## src/rtl/sram_mbist_ctrl.sv

```systemverilog
// March C- MBIST controller for a single-port SRAM macro, one command per clock.
// Optional MBIST_FAIL_STOP_EN: abort the run at the first read mismatch.
module sram_mbist_ctrl #(
   parameter int unsigned       ADDR_W    = 10,
   parameter int unsigned       DATA_W    = 64,
   parameter int unsigned       NUM_WORDS = 1024,
   parameter logic [DATA_W-1:0] BG        = {DATA_W{1'b0}},
   parameter logic [2:0]        WTSEL_VAL = 3'b000,
   parameter logic [1:0]        RTSEL_VAL = 2'b00
) (
   input  logic              CLK,
   input  logic              RST,
   input  logic              start,
   output logic              busy,
   output logic              done,
   output logic              fail,
   output logic [ADDR_W-1:0] fail_addr,
   output logic [DATA_W-1:0] fail_bits,
   output logic              CEB,
   output logic              WEB,
   output logic [ADDR_W-1:0] A,
   output logic [DATA_W-1:0] D,
   output logic [DATA_W-1:0] BWEB,
   output logic [2:0]        WTSEL,
   output logic [1:0]        RTSEL,
   input  logic [DATA_W-1:0] Q
);

   typedef enum logic [3:0] {
      StIdle, StM0, StM1, StM2, StM3, StM4, StM5, StDrain, StDone
   } state_e;

   localparam logic [ADDR_W-1:0] LastAddr = ADDR_W'(NUM_WORDS - 1);

   state_e              state_q, state_d;
   logic [ADDR_W-1:0]   addr_q, addr_d;
   logic                phase_q, phase_d;   // 0: read op, 1: write op of a two-op element
   logic                rd_pend_q;
   logic [DATA_W-1:0]   exp_q;
   logic [ADDR_W-1:0]   exp_addr_q;
   logic                fail_q;
   logic [ADDR_W-1:0]   fail_addr_q;
   logic [DATA_W-1:0]   fail_bits_q;

   logic                cmd_vld, cmd_rd, two_op, desc;
   logic [DATA_W-1:0]   cmd_data;
   logic                launch, mismatch, last_op, at_end;

   assign launch   = ((state_q == StIdle) || (state_q == StDone)) && start;
   assign mismatch = rd_pend_q && (Q != exp_q);
   assign last_op  = !two_op || phase_q;
   assign at_end   = desc ? (addr_q == '0) : (addr_q == LastAddr);

   always_ff @(posedge CLK or posedge RST) begin
      if (RST) state_q <= StIdle;
      else     state_q <= state_d;
   end

   always_comb begin
      state_d = state_q;
      addr_d  = addr_q;
      phase_d = phase_q;
      case (state_q)
         StIdle, StDone: begin
            if (start) begin
               state_d = StM0;
               addr_d  = '0;
               phase_d = 1'b0;
            end
         end
         StM0, StM1, StM2, StM3, StM4, StM5: begin
            if (last_op) begin
               phase_d = 1'b0;
               if (at_end) begin
                  state_d = state_e'(state_q + 4'd1);
                  // M3 and M4 are the descending elements
                  addr_d  = ((state_q == StM2) || (state_q == StM3)) ? LastAddr : '0;
               end else begin
                  addr_d  = desc ? (addr_q - ADDR_W'(1)) : (addr_q + ADDR_W'(1));
               end
            end else begin
               phase_d = 1'b1;
            end
         end
         StDrain: state_d = StDone;
         default: state_d = StIdle;
      endcase
`ifdef MBIST_FAIL_STOP_EN
      if (mismatch && !fail_q) state_d = StDone;
`endif
   end

   // cmd_data is the write data for writes and the expected value for reads
   always_comb begin
      cmd_vld  = 1'b0;
      cmd_rd   = 1'b0;
      two_op   = 1'b0;
      desc     = 1'b0;
      cmd_data = BG;
      case (state_q)
         StM0: cmd_vld = 1'b1;
         StM1, StM3: begin
            cmd_vld  = 1'b1;
            two_op   = 1'b1;
            desc     = (state_q == StM3);
            cmd_rd   = !phase_q;
            cmd_data = phase_q ? ~BG : BG;
         end
         StM2, StM4: begin
            cmd_vld  = 1'b1;
            two_op   = 1'b1;
            desc     = (state_q == StM4);
            cmd_rd   = !phase_q;
            cmd_data = phase_q ? BG : ~BG;
         end
         StM5: begin
            cmd_vld = 1'b1;
            cmd_rd  = 1'b1;
         end
         default: ;
      endcase
      CEB   = !cmd_vld;
      WEB   = !(cmd_vld && !cmd_rd);
      A     = cmd_vld ? addr_q : '0;
      D     = (cmd_vld && !cmd_rd) ? cmd_data : '0;
      BWEB  = cmd_vld ? '0 : '1;
      WTSEL = WTSEL_VAL;
      RTSEL = RTSEL_VAL;
      busy  = (state_q != StIdle) && (state_q != StDone);
      done  = (state_q == StDone);
   end

   always_ff @(posedge CLK or posedge RST) begin
      if (RST) begin
         addr_q      <= '0;
         phase_q     <= 1'b0;
         rd_pend_q   <= 1'b0;
         exp_q       <= '0;
         exp_addr_q  <= '0;
         fail_q      <= 1'b0;
         fail_addr_q <= '0;
         fail_bits_q <= '0;
      end else begin
         addr_q     <= addr_d;
         phase_q    <= phase_d;
         rd_pend_q  <= cmd_vld && cmd_rd;
         exp_q      <= cmd_data;
         exp_addr_q <= addr_q;
         if (launch) begin
            fail_q      <= 1'b0;
            fail_addr_q <= '0;
            fail_bits_q <= '0;
         end else if (mismatch && !fail_q) begin
            fail_q      <= 1'b1;
            fail_addr_q <= exp_addr_q;
            fail_bits_q <= Q ^ exp_q;
         end
      end
   end

   assign fail      = fail_q;
   assign fail_addr = fail_addr_q;
   assign fail_bits = fail_bits_q;

endmodule

```

## config.mk

```make
export PLATFORM = sky130hd
export DESIGN_NAME = sram_mbist_ctrl
export DESIGN_NICKNAME = d
export VERILOG_FILES = /design/src/rtl/sram_mbist_ctrl.sv
export SDC_FILE = /design/constraint.sdc
export NUM_CORES = 1
export LEC_CHECK = 0
export BUFFER_PORTS_ARGS = -buffer_cell sky130_fd_sc_hd__buf_4
export CORE_MARGIN = 2
export CORE_UTILIZATION = 50
export DETAILED_ROUTE_END_ITERATION = 10
export PLACE_DENSITY = 0.84
export SETUP_SLACK_MARGIN = 0.2
export SLEW_MARGIN = 20
export SYNTH_ARGS = -nofsm -noshare
export SYNTH_HDL_FRONTEND = slang
export SYNTH_SLANG_ARGS = --single-unit
```

## constraint.sdc

```tcl
create_clock -name CLK -period 5.5 [get_ports CLK]
set_clock_uncertainty 0.05 [all_clocks]
set_input_delay 1.65 -clock CLK [delete_from_list [all_inputs] [get_ports CLK]]
set_output_delay 1.65 -clock CLK [all_outputs]
set_load 0.01 [all_outputs]
```

==> reports/results.tsv <==
stage	metric	value	unit
yosys	main flop type after synthesis	dfrtp_1	
power_and_ir_drop	power per cell area	196	mW/mm2
final_layout	diode count	0	
global_routing	total track usage	0.243	
setup_path	CP bufs+invs	2	
clock_network	Max Buffers Root-to-Sink	2	
floorplanning	Initial Util	0.512	
power_and_ir_drop	switching share of total power	0.226	
setup_path	crit-path max FO	64	
outcome	status	finished clean	
sta	Hold Vio Cnt, Final	0	
route	DR top layer	met4	
route	Vias/cell	5.62	
route	Pre-antenna DRT Iters	5	
route	drt total wl	19400	um
placement	placed insts	1080	
setup_path	slowest cell delay on critical path	0.85	ns
setup_path	critical path, cell by cell	inv_1 -> ha_1 -> or2_2 -> a2bb2oi_1 -> nor2_1 -> a21oi_1 -> and3_2 -> buf_4	
final_layout	Nets	991	
final_layout	Finished Layout Cells	1095	
sta	fmax	211	MHz
floorplanning	core area	0.0139	mm2
yosys	YS warnings	0	
sta	max-slew violation count	0	
setup_path	CP Class	reg2out	
power_and_ir_drop	Comb pwr share	0.102	
flow_run	total of max-cap violations	0	
setup_path	Worst path top cell family by delay	simple AND/OR/NAND/NOR gates	
route	per-cell routed wire length	17.7	um
clock_network	TritonCTS clock tree	done	
setup_path	required time of the worst setup path	3.80	ns
setup_path	CP Capture Type	primary output	
route	First DRT Iteration DRCs	588	
sta	final hold slack	0.443	ns
yosys	synth top area cells	dfrtp_1 (36%), buf_4 (14%), xor2_1 (7.9%), a21boi_1 (6.4%), o21ai_0 (6.3%)	
global_routing	vias in the first global route	5618	
power_and_ir_drop	Flop pwr share	0.464	
power_and_ir_drop	Switch Pwr	0.384	mW
route	wire length on met2	9780	um
floorplanning	num ports	289	
power_and_ir_drop	Int Power	1.31	mW
yosys	post-synthesis cell area	0.00711	mm2
clock_network	clk root buf	clkbuf_16	
floorplanning	Cell Rows	43	
sta	min cycle time layout	4.74	ns
route	residual DRC count	0	
power_and_ir_drop	P_leak	3.99	nW
clock_network	Hold-fix buffers, CTS	0	
sta	final worst-path cycle share	0.862	
yosys	Post-synth EDFFs	0	
sta	Sum Neg Setup Slack	0	ns
sta	Slew HR	0.365	
floorplanning	die height	123	um
global_routing	GR Overflow Total	0	
route	Vias	6157	
power_and_ir_drop	Peak VDD IR	165	uV
clock_network	Post-CTS Setup Inserts	0	
route	antenna viol nets, final	0	
yosys	#FFs+latches synth	102	
power_and_ir_drop	total power	1.70	mW
sta	RSZ-0062 raised after global routing	no	
yosys	register area share after synthesis	0.359	
placement	I/O Buffers	283	
floorplanning	die width	123	um
setup_path	CP arrival	3.04	ns
worst_hold_path	Hold Crit Class	reg2reg	
clock_network	Clock Sinks	102	
yosys	count leader, synth	buf_4	
final_layout	layout cells sized above 1	0.349	
sta	final setup vio count	0	
placement	GPL Wtd Cong	0.981	
power_and_ir_drop	clock group share of total power	0.434	
global_routing	global-route wire length before repair	29100	um
route	Met1 Wirelength	7590	um
yosys	Gate Count Post-Synth	789	
yosys	Yosys top cell area share	0.359	
setup_path	crit path launch type	flop	
floorplanning	die area	0.0152	mm2
route	met3 WL	1750	um
global_routing	initial antenna violation count	0	
clock_network	number of buffers created by CTS	9	
clock_network	Resize count post-CTS	0	
setup_path	slowest stage cell on the critical path	and3_2	
yosys	Post-synth top cells	buf_4 (133), dfrtp_1 (102), o21ai_0 (90)	
clock_network	Clock transition at path regs	0.06	ns
yosys	ys async rst share	1.00	
yosys	Synth cell types	54	
clock_network	H-tree depth	3	
final_layout	Synth-to-Final Area Change	21.7	%
sta	Worst Max-Slew Pin Slew	0.952	ns
global_routing	largest net degree at the start of global routing	76	
yosys	Mean Syn Cell Area	9.01	um2
clock_network	Clock Latency Late Sink	0.35	ns
yosys	post-synth top area cell	dfrtp_1	
placement	dpl hpwl	13000	um
==> registers in the layout, indices dropped and copies added (netlist names) <==
signal and flops:
addr_q 10, exp_addr_q 10, fail 1, exp_q 1, fail_addr 10, phase_q 1
fail_bits 64, rd_pend_q 1, state_q 4
==> power groups by stage <==
stage	registers [mW]	logic (mW)	clock network, mW
2_1_floorplan	0.811	0.0552	0
3_3_place_gp	0.800	0.171	0
3_5_place_dp	0.801	0.174	0
4_1_cts	0.787	0.175	0.744
5_1_grt	0.789	0.190	0.776
6_report	0.787	0.174	0.737
==> routing by layer <==
metal  GRT usage  up-vias
li1            -     2866
met4      0.0732        0
met5           0        -
met2       0.416      318
met1       0.313     2949
met3      0.0466       24
==> per-stage QoR <==
stage          setup slack [ns]  instance area, um2  utilization
2_1_floorplan             0.880                7130            -
3_3_place_gp               1.31                8320        0.599
3_5_place_dp               1.14                8320        0.599
4_1_cts                   0.731                8650        0.623
5_1_grt                   0.469                8650        0.623
6_report                  0.761                8650        0.623
==> cells in the final DEF, fill, tap and decap left out, types with 2 or more instances in the layout <==
| cell | n |
|---|---|
| a21boi_0 | 14 |
| a21boi_1 | 61 |
| a21o_1 | 6 |
| a21oi_1 | 15 |
| a22o_1 | 2 |
| a2bb2oi_1 | 2 |
| and2_1 | 8 |
| buf_4 | 293 |
| bufinv_16 | 3 |
| clkbuf_16 | 9 |
| conb_1 | 5 |
| dfrtp_1 | 101 |
| ha_1 | 12 |
| inv_1 | 13 |
| mux2i_1 | 17 |
| nand2_1 | 14 |
| nand2b_1 | 2 |
| nand3_1 | 76 |
| nand4_1 | 23 |
| nor2_1 | 14 |
| nor2b_1 | 5 |
| nor3_1 | 5 |
| nor4_1 | 2 |
| o21ai_0 | 90 |
| or2_2 | 2 |
| or3_1 | 3 |
| or4_1 | 18 |
| xnor2_1 | 3 |
| xor2_1 | 64 |
==> area by class of cell <==
type / count / area, um2
Sequential cell: 102 / 2560
Inverter: 15 / 58.8
Tap cell: 180 / 225
Clock buffer: 11 / 243
Timing Repair Buffer: 293 / 2200
Fill cell: 1204 / 5230
Clock inverter: 4 / 95.1
Multi-Input combinational cell: 490 / 3280
==> kinds of logic after synthesis <==
| family | Yosys count | share of synthesized area |
|---|---|---|
| other | 1 | 0.000527 |
| and+or+nand+nor | 180 | 0.138 |
| buffers and inverters | 201 | 0.185 |
| adders and majority gates | 13 | 0.0239 |
| DFF | 102 | 0.359 |
| muxes | 19 | 0.0287 |
| xor gates and xnor gates | 67 | 0.0825 |
| AOI/OAI and AO/OA | 206 | 0.182 |
==> worst reg2reg max path: stages (launching register included) <==
cell	delay [ns]
dfrtp_4	0.78
buf_4	0.46
or4_1	0.55
mux2i_1	0.28
nand4_1	0.18
or4_4	0.82
nand3_1	0.26
a21boi_0	0.12
==> path summary, 6_finish.rpt <==
kind / depth (start not counted) / endpoint / slack, ns / start
setup reg to reg: 7 / fail_addr[1]$_DFFE_PP0P_ / 1.86 / exp_q[62]$_DFF_PP0_
hold reg to reg: 0 / exp_addr_q[2]$_DFF_PP0_ / 0.44 / addr_q[2]$_DFFE_PP0P_
setup / recovery: 8 / D[8] / 0.76 / state_q[0]$_DFFE_PP0P_
hold / removal: 0 / exp_addr_q[2]$_DFF_PP0_ / 0.44 / addr_q[2]$_DFFE_PP0P_
min in group asynchronous: 2 / fail_addr[7]$_DFFE_PP0P_ / 1.45 / RST
max in group asynchronous: 3 / fail_bits[1]$_DFFE_PP0P_ / 3.01 / RST
No activity file was read; power rests on OpenSTA's default activity.
